===== config.mk =====
export PLATFORM = sky130hd
export DESIGN_NAME = booth_csa_mult
export DESIGN_NICKNAME = d
export VERILOG_FILES = /design/src/rtl/booth_csa_mult.sv
export SDC_FILE = /design/constraint.sdc
export NUM_CORES = 1
export LEC_CHECK = 0
export BUFFER_PORTS_ARGS = -buffer_cell sky130_fd_sc_hd__buf_2
export CORE_ASPECT_RATIO = 0.9
export CORE_MARGIN = 8
export CORE_UTILIZATION = 40
export CTS_BUF_LIST = sky130_fd_sc_hd__clkbuf_8 sky130_fd_sc_hd__clkbuf_16
export CTS_CLUSTER_SIZE = 16
export DETAILED_ROUTE_END_ITERATION = 10
export GPL_ROUTABILITY_DRIVEN = 0
export PLACE_DENSITY = 0.65
export REMOVE_ABC_BUFFERS = 1
export SLEW_MARGIN = 20
export SYNTH_ARGS = -nofsm -noshare
export SYNTH_HDL_FRONTEND = slang
export SYNTH_SLANG_ARGS = --single-unit

===== constraint.sdc =====
create_clock -name clock -period 6.2 [get_ports clock]
set_input_delay 1.24 -clock clock [delete_from_list [all_inputs] [get_ports clock]]
set_output_delay 1.24 -clock clock [all_outputs]
set_load 0.02 [all_outputs]

===== src/rtl/booth_csa_mult.sv =====
// Iterative radix-4 Booth multiplier; partial products accumulate in carry-save form, one digit per cycle.
// Latency N=XLEN/2+1 cycles from accept to out_valid; result holds in DONE until out_ready, no input queuing.
module booth_csa_mult #(
    parameter int XLEN = 32
) (
    input  logic                clock,
    input  logic                reset,
    input  logic                in_valid,
    output logic                in_ready,
    input  logic [XLEN-1:0]     data0,
    input  logic [XLEN-1:0]     data1,
    input  logic [1:0]          op,
    output logic                out_valid,
    input  logic                out_ready,
    output logic [2*XLEN-1:0]   sum,
    output logic [2*XLEN-1:0]   carry
);
    localparam int N  = XLEN / 2 + 1;
    localparam int PW = 2 * XLEN;
    localparam int EW = XLEN + 2;
    localparam int KW = $clog2(N);

    typedef enum logic [1:0] {IDLE, BUSY, DONE} state_t;

    state_t          r_state;
    logic [KW-1:0]   r_k;
    logic [EW-1:0]   r_mp;
    logic            r_prev;
    logic [PW-1:0]   r_mc;
    logic [PW-1:0]   r_sum;
    logic [PW-1:0]   r_carry;
    logic            r_in_ready;
    logic            r_out_valid;

    logic            w_sgn0;
    logic            w_sgn1;
    logic [PW-1:0]   w_mc_ext;
    logic [EW-1:0]   w_mp_ext;
    logic [2:0]      w_bits;
    logic            w_zero;
    logic            w_two;
    logic            w_neg;
    logic [PW-1:0]   w_mag;
    logic [PW-1:0]   w_pp;
    logic [PW-1:0]   w_maj;
    logic [PW-1:0]   w_sum_nxt;
    logic [PW-1:0]   w_carry_nxt;

    // op 11 falls through as unsigned x unsigned
    assign w_sgn0   = (op == 2'b01) || (op == 2'b10);
    assign w_sgn1   = (op == 2'b01);
    assign w_mc_ext = {{(PW-XLEN){w_sgn0 & data0[XLEN-1]}}, data0};
    assign w_mp_ext = {{2{w_sgn1 & data1[XLEN-1]}}, data1};

    // Multiplier is consumed two bits per step from the LSB end; r_prev is bit 2k-1
    assign w_bits = {r_mp[1:0], r_prev};

    always_comb begin
        w_zero = 1'b0;
        w_two  = 1'b0;
        w_neg  = 1'b0;
        case (w_bits)
            3'b000, 3'b111: w_zero = 1'b1;
            3'b001, 3'b010: ;
            3'b011:         w_two  = 1'b1;
            3'b100:         begin w_two = 1'b1; w_neg = 1'b1; end
            default:        w_neg  = 1'b1;
        endcase
    end

    assign w_mag = w_zero ? '0 : (w_two ? (r_mc << 1) : r_mc);
    assign w_pp  = w_neg ? ~w_mag : w_mag;

    // 3:2 compressor; carry LSB is free after the shift, so the two's-complement +1 goes there
    assign w_sum_nxt   = r_sum ^ r_carry ^ w_pp;
    assign w_maj       = (r_sum & r_carry) | (r_sum & w_pp) | (r_carry & w_pp);
    assign w_carry_nxt = {w_maj[PW-2:0], w_neg};

    always_ff @(posedge clock) begin
        if (!reset) begin
            r_state     <= IDLE;
            r_k         <= '0;
            r_mp        <= '0;
            r_prev      <= 1'b0;
            r_mc        <= '0;
            r_sum       <= '0;
            r_carry     <= '0;
            r_in_ready  <= 1'b1;
            r_out_valid <= 1'b0;
        end else begin
            case (r_state)
                IDLE: begin
                    if (in_valid) begin
                        r_state    <= BUSY;
                        r_k        <= '0;
                        r_mp       <= w_mp_ext;
                        r_prev     <= 1'b0;
                        r_mc       <= w_mc_ext;
                        r_sum      <= '0;
                        r_carry    <= '0;
                        r_in_ready <= 1'b0;
                    end
                end
                BUSY: begin
                    r_sum   <= w_sum_nxt;
                    r_carry <= w_carry_nxt;
                    r_mp    <= {2'b00, r_mp[EW-1:2]};
                    r_prev  <= r_mp[1];
                    r_mc    <= r_mc << 2;
                    r_k     <= r_k + 1'b1;
                    if (r_k == KW'(N-1)) begin
                        r_state     <= DONE;
                        r_out_valid <= 1'b1;
                    end
                end
                DONE: begin
                    if (out_ready) begin
                        r_state     <= IDLE;
                        r_out_valid <= 1'b0;
                        r_in_ready  <= 1'b1;
                    end
                end
                default: begin
                    r_state     <= IDLE;
                    r_out_valid <= 1'b0;
                    r_in_ready  <= 1'b1;
                end
            endcase
        end
    end

    assign in_ready  = r_in_ready;
    assign out_valid = r_out_valid;
    assign sum       = r_sum;
    assign carry     = r_carry;

endmodule


After elaboration in Yosys (flattened, before gate mapping). Index checks and enable logic that the tools add are counted. W data, S select, Z words.

Input bits: 70. Register bits after elaboration: 236. Output and inout bits: 130. Logic and storage cells: 72.

Bitwise operators: 12. Reduce and logical (&&, ||, !) cells: 11. Equal/unequal tests: 13. Mux-type cells: 26. $add $sub $neg: 1.

Operators with widths (count): $pmux W64 S2 (3); $mux W64 (5); $and A63 B63 Y63 (3); $xor A64 B64 Y64 (2); $or A63 B63 Y63 (2); $pmux W34 S2 (1); $not A64 Y64 (1); $mux W34 (1); $pmux W5 S2 (1); $reduce_and A3 Y1 (3); $mux W1 (7); $eq A3 B2 Y1 const B (2); $eq A3 B3 Y1 const B (2); $mux W2 (3); $ne A2 B2 Y1 const B (3); $pmux W1 S3 (2); $pmux W2 S3 (1); $add A5 B1 Y5 const B (1); $eq A5 B5 Y1 const B (1); $mux W5 (1); $reduce_or A5 Y1 (1); $eq A2 B1 Y1 const B (2); $eq A2 B2 Y1 const B (2); $reduce_or A2 Y1 (2); other kinds (9) (11).

Longest topological paths before layout. Gate-level depths: netlist of run 1.

Word-level depth: 11. Depth in mapped cells: 9. Gate-level depth less buffers: 7.

Least setup slack after synthesis of run 1. Ideal clock, no wire load.

Path kind: in2reg. From: input in_valid. To: register r_carry[47], in the netlist carry[47]. Arrival time: 2167 ps. Required time: 6085 ps. Stages on the path: 7. Path slack: 3918 ps. Library setup time: 115 ps. Buffers on the path: 3. Cells stage by stage: buf_4 > nor2_1 > nor2_2 > buf_2 > buf_4 > o22ai_1 > and2_1.

Word-level cells in the longest chain between the ends: 2.

RTL lines: start, declared (line 8) `input logic in_valid,`; $ne A2 B2 Y1 (no source line); $reduce_and A2 Y1 (no source line); end signal, assigned (line 106) `r_carry <= w_carry_nxt;`; end, declared (line 31) `logic [PW-1:0] r_carry;`.

No other way between the ends. A chain may end at the register's enable or synchronous reset.

Worst setup path after layout of run 1.
From: input in_valid. To: register r_carry[55], in the netlist carry[55].

The elaborated chain is that of the path after synthesis.

==> results of run 1 <==
==> layout make-up <==
| class | count | share of cell area (%) |
|---|---|---|
| diodes | 2 | 0.0351 |
| repair buffers | 213 | 8.04 |
| well taps | 409 | 3.58 |
| clock inverters | 15 | 0.640 |
| inverters | 133 | 3.50 |
| multi-input cells | 913 | 45.9 |
| clock buffers | 33 | 5.31 |
| flip-flops and latches | 235 | 33.0 |
==> kinds of logic (layout without fill, tap and decap cells) <==
logic type,after synthesis,count (layout)
DFF,235,235
xor gates and xnor gates,66,66
adders and majority gates,66,66
other,0,2
and+or+nand+nor,373,373
AOI/OAI and AO/OA,406,406
buffers and inverters,257,394
muxes,2,2
==> cell usage in the layout, fill, tap and decap left out, types with 37 or more instances in the layout <==
cell | Yosys | layout
dfxtp_1 | 235 | 233
buf_2 | 51 | 198
inv_1 | 132 | 141
and2_1 | 128 | 128
o22ai_1 | 126 | 126
nor2_1 | 102 | 102
nand2_1 | 90 | 90
o21ai_0 | 76 | 76
xor2_1 | 63 | 63
fa_1 | 63 | 63
a221oi_1 | 62 | 62
a21oi_1 | 37 | 37
a22oi_1 | 37 | 37
==> final timing paths <==
check                               from         to  slack, ns  cells after the start
worst min-delay path             r_mp[3]    r_mp[3]       0.50                      1
worst min register to register   r_mp[3]    r_mp[3]       0.50                      1
worst max register to register   r_mp[1]    sum[28]       2.99                      7
worst max-delay path            in_valid  carry[55]       2.90                      7
==> routing by layer <==
layer  global-route usage, %  vias up  wire [microns]
met5                       0        -              41
met4                    4.26        6             685
met3                    3.69       46            1860
met2                    29.3      239           15200
met1                    23.1     5018           15300
li1                        -     5024               -
==> state kept, by name, summed over array words and instances (netlist names) <==
name       cells
r_mp          33
in_ready       1
out_valid      1
r_mc          64
r_prev         1
sum           64
carry         64
r_k            5
r_state        2
==> power groups by stage <==
| stage | registers [mW] | logic (mW) | clock network, mW |
|---|---|---|---|
| final | 1.67 | 0.598 | 1.53 |
| after global routing | 1.68 | 0.680 | 1.63 |
| after CTS | 1.66 | 0.602 | 1.57 |
| after detailed placement | 1.70 | 0.599 | 0 |
| after global placement | 1.70 | 0.582 | 0 |
| after floorplan | 1.72 | 0.368 | 0 |
==> metrics.cfg, run 1 <==
[run_status]
status = finished clean

[timing]
rsz0062_at_grt = no
tns_ns = 0
fmax_mhz = 303
clock_skew_ns = 0.0202
worst_hold_slack_ns = 0.495
period_share_pct = 53.3
maxSlewHeadroom_pct = 28.5
setup_slack_ns = 2.90
worst_pin_slew_ns = 1.07
fin_crit_ns = 3.30
maxSlewViolCount = 0
finalHoldViolCount = 0
setup_violations = 0

[cells_and_area]
drive_gt1_share_pct = 17.1
design_area_sq_um = 14300
multiInputGateArea_sq_um = 6560
n_fill_cell = 2976
nets = 1659
utilization_pct = 46.6
area_growth_pct = 15.7
regArea_sq_um = 4710
fin_cells = 1953

[floorplanning]
die_y_microns = 183
dieWidth_microns = 201
core_area_sq_um = 30600
io_pins = 200
die_area_sq_um = 36700
initial_core_util_pct = 40.3
num_rows = 61

[grt]
grt_usage_pct = 17.6
antenna_found_initial = 5
grt_pass1_vias = 10400
grt_overflow = 0
grt_max_degree = 156
grt_pass1_wl_microns = 54900

[worst_setup_path]
crit_family = buffers and inverters
critPathLaunchType = input pin
cpMostUsedCell = buf_4
worst_ep_arrival_time_ns = 3.72
path_cells = buf_2 -> nor2_1 -> nor2_4 -> buf_4 -> buf_4 -> o22ai_1 -> and2_1
critical_path.slowest_cell = buf_4
path_class = input pin to register
critPathMaxStageDelay_ns = 0.67
crit_fanout = 64
cp-end-kind = register
cp.buffers_inverters = 3
cp_data_required_time_ns = 6.61

[synth]
synth-simple-area-share_pct = 14.9
synth_top_family_by_area = compound AO/OA/AOI/OAI gates
ys_top_cells_by_area = dfxtp_1 38%, fa_1 10%, and2_1 6.5%
synth-compound-area-share_pct = 22.3
synth_edf_count = 0
ys_warn_count = 0
synthFlopType = dfxtp_1
synth-adder-area-share_pct = 10.5
syn_avg_cell_area_sq_um = 8.79
synth_xor_area_share_pct = 4.74
synthCells = 1405
yosysSeqAreaShare_pct = 38.1
syn_area_sq_um = 12300
netlist.area_leader.share_pct = 38.1
ys_types = 43
synth-seq-cells = 235
async_flop_share_pct = 0
muxShareOfSynthArea_pct = 0.162
synth.most_common_cell = dfxtp_1
synth.largest_area_cell = dfxtp_1
ys_top_cells_by_count = 235 x dfxtp_1, 132 x inv_1, 128 x and2_1

[clock_tree]
h-tree-depth = 1
post-cts-setup-buffer-count = 0
cts_buffers = 27
cts_root_buffer = clkbuf_16
cts_tree = built
clk_pin_slew_ns = 0.05
clock_sinks = 235
hold_buffers = 0
clkLatencyLatePin_ns = 0.53
cts_buffer_depth = 3
cts_resized = 0

[routing]
wire_per_inst_microns = 16.9
ant_nets = 0
drc = 0
first_pass_iters = 5
viasPerCell = 5.29
drt_iter0_markers = 628
num_vias = 10300
routed_wl_microns = 33100

[worst_hold_path]
hold_path_class = register to register

[pwr]
finalPower_mw = 3.79
p_sw_share_pct = 28.3
p_per_area_nw_per_um2 = 266
leakage_nw = 5.93
switching_power_mw = 1.07
clock_power_share_pct = 40.3
ir_worst_vdd_uv = 205
p_comb_share_pct = 15.8
power_frac_seq_pct = 43.9
internal-power_mw = 2.72

[place]
detailedPlace.worstSlack_ns = 2.36
placed_cells = 1901
port_buffers = 199
placed_cell_area_sq_um = 13400
dp_hpwl_microns = 21000

[job]
drv_cap = 0

(Power assumes the default switching activity.)
==> run 2: changes to the inputs <==
Clock period 6.2 ns to 3.5 ns, I/O delays scaled along.
==> run 2 against run 1 <==
  * Sequential power is 77% higher
  * Wire length rose by 0.57%
  * First-iteration DRC count is 1.9% higher
  * Largest cell class unchanged
  * Via count fell by 0.16%
  * Non-clock buffer count increased by 7
  * Hold slack lost 0.038 ns
==> metrics.cfg, run 2 (synthesis results as in run 1) <==
[run_status]
status = finished clean

[pwr]
leakage_nw = 6.07  ; +2.3%
ir_worst_vdd_uv = 398  ; +94%
p_per_area_nw_per_um2 = 504  ; +90%

[cells_and_area]
final_common_cell = dfxtp_1
nets = 1667  ; +0.48%
final_cell_mix = 233 x dfxtp_1, 198 x buf_2, 135 x inv_1, 128 x and2_1, 126 x o22ai_1
fin_cells = 1963  ; +0.51%
design_area_sq_um = 14600  ; +2.3%
utilization_pct = 47.7  ; +1.1 points
drive_gt1_share_pct = 18.1  ; +0.97 points
area_growth_pct = 18.3

[clock_tree]
clock_sinks = 235  ; unchanged
clkLatencyLatePin_ns = 0.54  ; about the same
clk_pin_slew_ns = 0.06  ; about the same
cts_resized = 0  ; unchanged
cts_root_buffer = clkbuf_16
hold_buffers = 0  ; unchanged
cts_tree = built
h-tree-depth = 1  ; unchanged
cts_buffers = 28  ; +3.7%
post-cts-setup-buffer-count = 0  ; unchanged
cts_buffer_depth = 3  ; unchanged

[worst_setup_path]
cp_data_required_time_ns = 3.98  ; -2.63 ns
crit_fanout = 49  ; -23%
critical_path.slowest_cell = dfxtp_1
critPathMaxStageDelay_ns = 0.54  ; -0.13 ns
cp-end-kind = register
crit_family = simple AND/OR/NAND/NOR gates
path_cells = inv_1 -> nand3_4 -> buf_4 -> nor2_1 -> a221oi_1 -> fa_1 -> o22ai_1 -> and2_1
worst_ep_arrival_time_ns = 3.29  ; -0.43 ns
path_class = register to register
critPathLaunchType = register
cp.buffers_inverters = 2  ; -1

[worst_hold_path]
hold_path_class = input pin to register

[routing]
wl_met3_microns = 2190  ; +18%
drc = 0  ; unchanged
top_layer_used = met5
drt-met1-wl_microns = 15000  ; -2.3%
wire_per_inst_microns = 16.9  ; about the same
num_vias = 10300  ; -0.16%
viasPerCell = 5.26  ; -0.67%
routed_wl_microns = 33300  ; +0.57%
drt_iter0_markers = 640  ; +1.9%
wl_met2_microns = 15500  ; +2.4%
first_pass_iters = 6  ; +1
ant_nets = 0  ; unchanged

[timing]
fmax_mhz = 355
maxSlewViolCount = 0  ; unchanged
period_share_pct = 80.4
rsz0062_at_grt = no
worst_pin_slew_ns = 1.02  ; -0.0541 ns
worst_hold_slack_ns = 0.458  ; -0.0377 ns
finalHoldViolCount = 0  ; unchanged
fin_crit_ns = 2.82
maxSlewHeadroom_pct = 32.1  ; +3.5 points
clock_skew_ns = 0.0111  ; -0.00910 ns
setup_violations = 0  ; unchanged
tns_ns = 0  ; unchanged

[floorplanning]
num_rows = 61  ; unchanged
core_area_sq_um = 30600  ; unchanged
die_y_microns = 183  ; unchanged
dieWidth_microns = 201  ; unchanged
die_area_sq_um = 36700  ; unchanged
io_pins = 200  ; unchanged
initial_core_util_pct = 40.3  ; unchanged

[grt]
grt_overflow = 0  ; unchanged
antenna_found_initial = 6  ; +1
grt_max_degree = 131  ; -16%
grt_usage_pct = 17.9  ; +0.26 points
grt_pass1_wl_microns = 55500  ; +0.96%
grt_pass1_vias = 10500  ; +0.37%

[place]
placed_cells = 1910  ; +0.47%
port_buffers = 199  ; unchanged
placed_cell_area_sq_um = 13500  ; +1.1%
dp_hpwl_microns = 21700  ; +3.0%

[job]
drv_cap = 0  ; unchanged

==> run 2: worst paths after layout <==
kind	startpoint	endpoint	slack, ns	depth (start not counted)
hold / removal	data0[1]	r_mc[1]	0.46	3
setup / recovery	r_prev	sum[11]	0.68	8
hold reg to reg	r_mp[14]	r_mp[14]	0.50	1
setup reg to reg	r_prev	sum[11]	0.68	8
==> run 2: cell type report <==
type	count	area [sq um]
Antenna cell	1	2.50
Clock buffer	36	822
Clock inverter	16	254
Fill cell	2939	16000
Inverter	133	499
Multi-Input combinational cell	913	6560
Sequential cell	235	4710
Tap cell	409	512
Timing Repair Buffer	220	1250
==> run 2: worst register-to-register path, cell delays in order, from the launching register on <==
cell and delay (ns):
dfxtp_1 0.54, inv_1 0.19, nand3_4 0.54, buf_4 0.35, nor2_1 0.06, a221oi_1 0.29
fa_1 0.48, o22ai_1 0.18, and2_1 0.15
==> run 2: routing by layer <==
layer  GRT usage, %  vias up
li1               -     5061
met1           23.3     4925
met2           30.2      274
met3           4.24       46
met4           3.12       10
met5              0        -
==> run 2: power by group <==
group / leakage [nW] / switching, mW / internal [mW]
Sequential: 1.92 / 0.136 / 2.81
Clock: 0.542 / 1.17 / 2.16
Combinational: 3.61 / 0.654 / 0.429
Total: 6.07 / 1.96 / 5.40
==> run 2: stage by stage <==
step | setup slack [ns] | power, mW
after CTS | 0.690 | 7.45
after floorplan | -2.14 | 3.70
after detailed placement | 0.728 | 4.10
after global routing | 0.435 | 7.72
final | 0.684 | 7.36
after global placement | 0.811 | 4.06
==> run 3: changes to the inputs <==
Clock period 3.5 ns to 2.7 ns, I/O delays scaled along.
==> run 3 against run 2 <==
  * Utilization increased by 0.18 points
  * Count of clock-buffer cells in the layout shrank 3
  * Sequential share of layout area shrank 0.10 points
  * Power rose by 26%
  * Combinational power is 34% higher
  * Global-route usage increased by 0.16 points
  * Via count grew 0.51%
  * Sequential power rose by 29%
  * Die area did not move
  * Non-clock buffer count grew 10
==> metrics.cfg, run 3 (synthesis results as in run 1) <==
[pwr]
ir_worst_vdd_uv = 479  ; +20%
switching_power_mw = 2.53  ; +29%
p_per_area_nw_per_um2 = 632  ; +25%
power_frac_seq_pct = 41.3  ; +1.2 points
internal-power_mw = 6.74  ; +25%
p_comb_share_pct = 15.6  ; +0.9 points
clock_power_share_pct = 43.2  ; -2.0 points
leakage_nw = 6.12  ; +0.78%
p_sw_share_pct = 27.3  ; +0.67 points

[place]
port_buffers = 199  ; unchanged
dp_hpwl_microns = 22200  ; +2.5%
placed_cell_area_sq_um = 13600  ; +0.67%
detailedPlace.worstSlack_ns = -0.125  ; -0.852 ns
placed_cells = 1917  ; +0.37%

[floorplanning]
die_area_sq_um = 36700  ; unchanged
core_area_sq_um = 30600  ; unchanged
initial_core_util_pct = 40.3  ; unchanged
dieWidth_microns = 201  ; unchanged
num_rows = 61  ; unchanged
io_pins = 200  ; unchanged
die_y_microns = 183  ; unchanged

[clock_tree]
clkLatencyLatePin_ns = 0.54  ; about the same
cts_buffers = 28  ; unchanged
hold_buffers = 0  ; unchanged
clock_sinks = 235  ; unchanged
cts_tree = built
clk_pin_slew_ns = 0.06  ; about the same
h-tree-depth = 1  ; unchanged
cts_buffer_depth = 3  ; unchanged
cts_root_buffer = clkbuf_16

[routing]
routed_wl_microns = 34300  ; +3.2%
ant_nets = 0  ; unchanged
drt_iter0_markers = 642  ; +0.31%
viasPerCell = 5.25  ; about the same
drc = 0  ; unchanged
num_vias = 10400  ; +0.51%
wire_per_inst_microns = 17.4  ; +2.6%
first_pass_iters = 5  ; -1

[worst_setup_path]
critPathLaunchType = register
timing.rr.end = sum[4]
r2r_start = r_prev
path_class = register to register
crit_fanout = 62  ; +27%
worst_ep_arrival_time_ns = 2.94  ; -0.35 ns
cp_data_required_time_ns = 3.19  ; -0.79 ns
cp-end-kind = register
r2r_slack_ns = 0.24  ; -0.44 ns
r2r_cells = 8  ; unchanged

[cells_and_area]
area_growth_pct = 18.7
n_fill_cell = 2967  ; +0.95%
fin_cells = 1974  ; +0.56%
drive_gt1_share_pct = 18.5  ; +0.38 points
design_area_sq_um = 14700  ; +0.37%
final_common_cell = dfxtp_1
nets = 1679  ; +0.72%
final_cell_mix = 231 x dfxtp_1, 198 x buf_2, 140 x inv_1, 128 x and2_1, 126 x o22ai_1

[timing]
setup_slack_ns = 0.243  ; -0.442 ns
worst_pin_slew_ns = 1.06  ; +0.0379 ns
finalHoldViolCount = 0  ; unchanged
fmax_mhz = 407  ; +15%
period_share_pct = 91.0  ; +11 points
fin_crit_ns = 2.46  ; -0.358 ns
setup_violations = 0  ; unchanged
rsz0062_at_grt = no
clock_skew_ns = 0.0217  ; +0.0106 ns
maxSlewViolCount = 0  ; unchanged
maxSlewHeadroom_pct = 29.5  ; -2.5 points
worst_hold_slack_ns = 0.290  ; -0.168 ns

[grt]
grt_pass1_vias = 10400  ; -0.97%
antenna_found_initial = 6  ; unchanged
grt_overflow = 0  ; unchanged
grt_max_degree = 131  ; unchanged
grt_pass1_wl_microns = 56000  ; +1.0%
grt_usage_pct = 18.0  ; +0.16 points

[worst_hold_path]
holdPathStages = 3  ; unchanged
hold_path_class = input pin to register
hold_start = data0[0]
min_to = r_mc[0]

[job]
drv_cap = 0  ; unchanged

[run_status]
status = finished clean

==> run 3: changes by cell type in the layout (fill, tap and decap cells not counted) <==
cell	before	now
nand3_2	0	1
bufinv_16	7	5
clkbuf_8	7	4
inv_1	135	140
buf_12	7	10
xor2_2	0	1
clkinv_2	5	4
dfxtp_2	1	3
buf_4	14	21
dfxtp_1	233	231
==> run 3: cell type report <==
type                            instances  area (sq um)  share of cell area (%)
Multi-Input combinational cell        915          6580                    44.9
Tap cell                              409           512                    3.49
Clock inverter                         18           208                    1.42
Timing Repair Buffer                  230          1360                    9.28
Inverter                              133           499                    3.41
Clock buffer                           33           781                    5.33
Antenna cell                            1          2.50                  0.0171
Sequential cell                       235          4710                    32.2
==> run 3: what timing repair did <==
action,4_1_cts,5_1_grt
pin swaps,1,2
setup buffers,0,3
endpoints found under the setup margin,35,47
gates resized for setup,0,2
gates cloned,1,1
==> run 3: worst max-delay path, cell delays in order, from the launching register on <==
cell	delay [ns]
dfxtp_2	0.38
buf_4	0.18
inv_1	0.22
nor3_4	0.07
buf_12	0.21
a221oi_1	0.53
fa_1	0.50
o22ai_1	0.17
and2_1	0.14
==> run 3: power groups by stage <==
stage	Combinational [mW]	Sequential, mW	Clock, mW
4_1_cts	1.45	3.82	4.10
3_5_place_dp	1.44	3.89	0
2_1_floorplan	0.846	3.95	0
3_3_place_gp	1.39	3.88	0
5_1_grt	1.63	3.85	4.27
6_report	1.45	3.82	4.00
==> run 3: layer usage <==
metal	up-vias	track usage, %	wire length (microns)
met2	227	29.3	15600
met4	10	4.21	735
li1	5080	-	-
met1	4997	24.1	16000
met5	-	0	65
met3	55	4.02	1910
==> run 3: stage by stage <==
step	utilization, %	power (mW)	TNS (ns)
after floorplan	-	4.80	-586.69
after global placement	44.5	5.28	-0.648
after detailed placement	44.5	5.33	-2.87
after CTS	47.8	9.37	0
after global routing	47.9	9.74	0
final	47.9	9.27	0
==> run 3: how the worst max path moves through the flow <==
stage / cells past startpoint / end / slack, ns / from
6_report: 8 / sum[4] / 0.24 / r_prev
3_3_place_gp: 6 / sum[39] / -0.07 / r_mp[0]
5_1_grt: 9 / sum[26] / 0.05 / r_prev
3_5_place_dp: 6 / sum[39] / -0.12 / r_mp[0]
2_1_floorplan: 6 / sum[39] / -2.94 / r_mp[1]
4_1_cts: 9 / sum[48] / 0.004 / r_prev
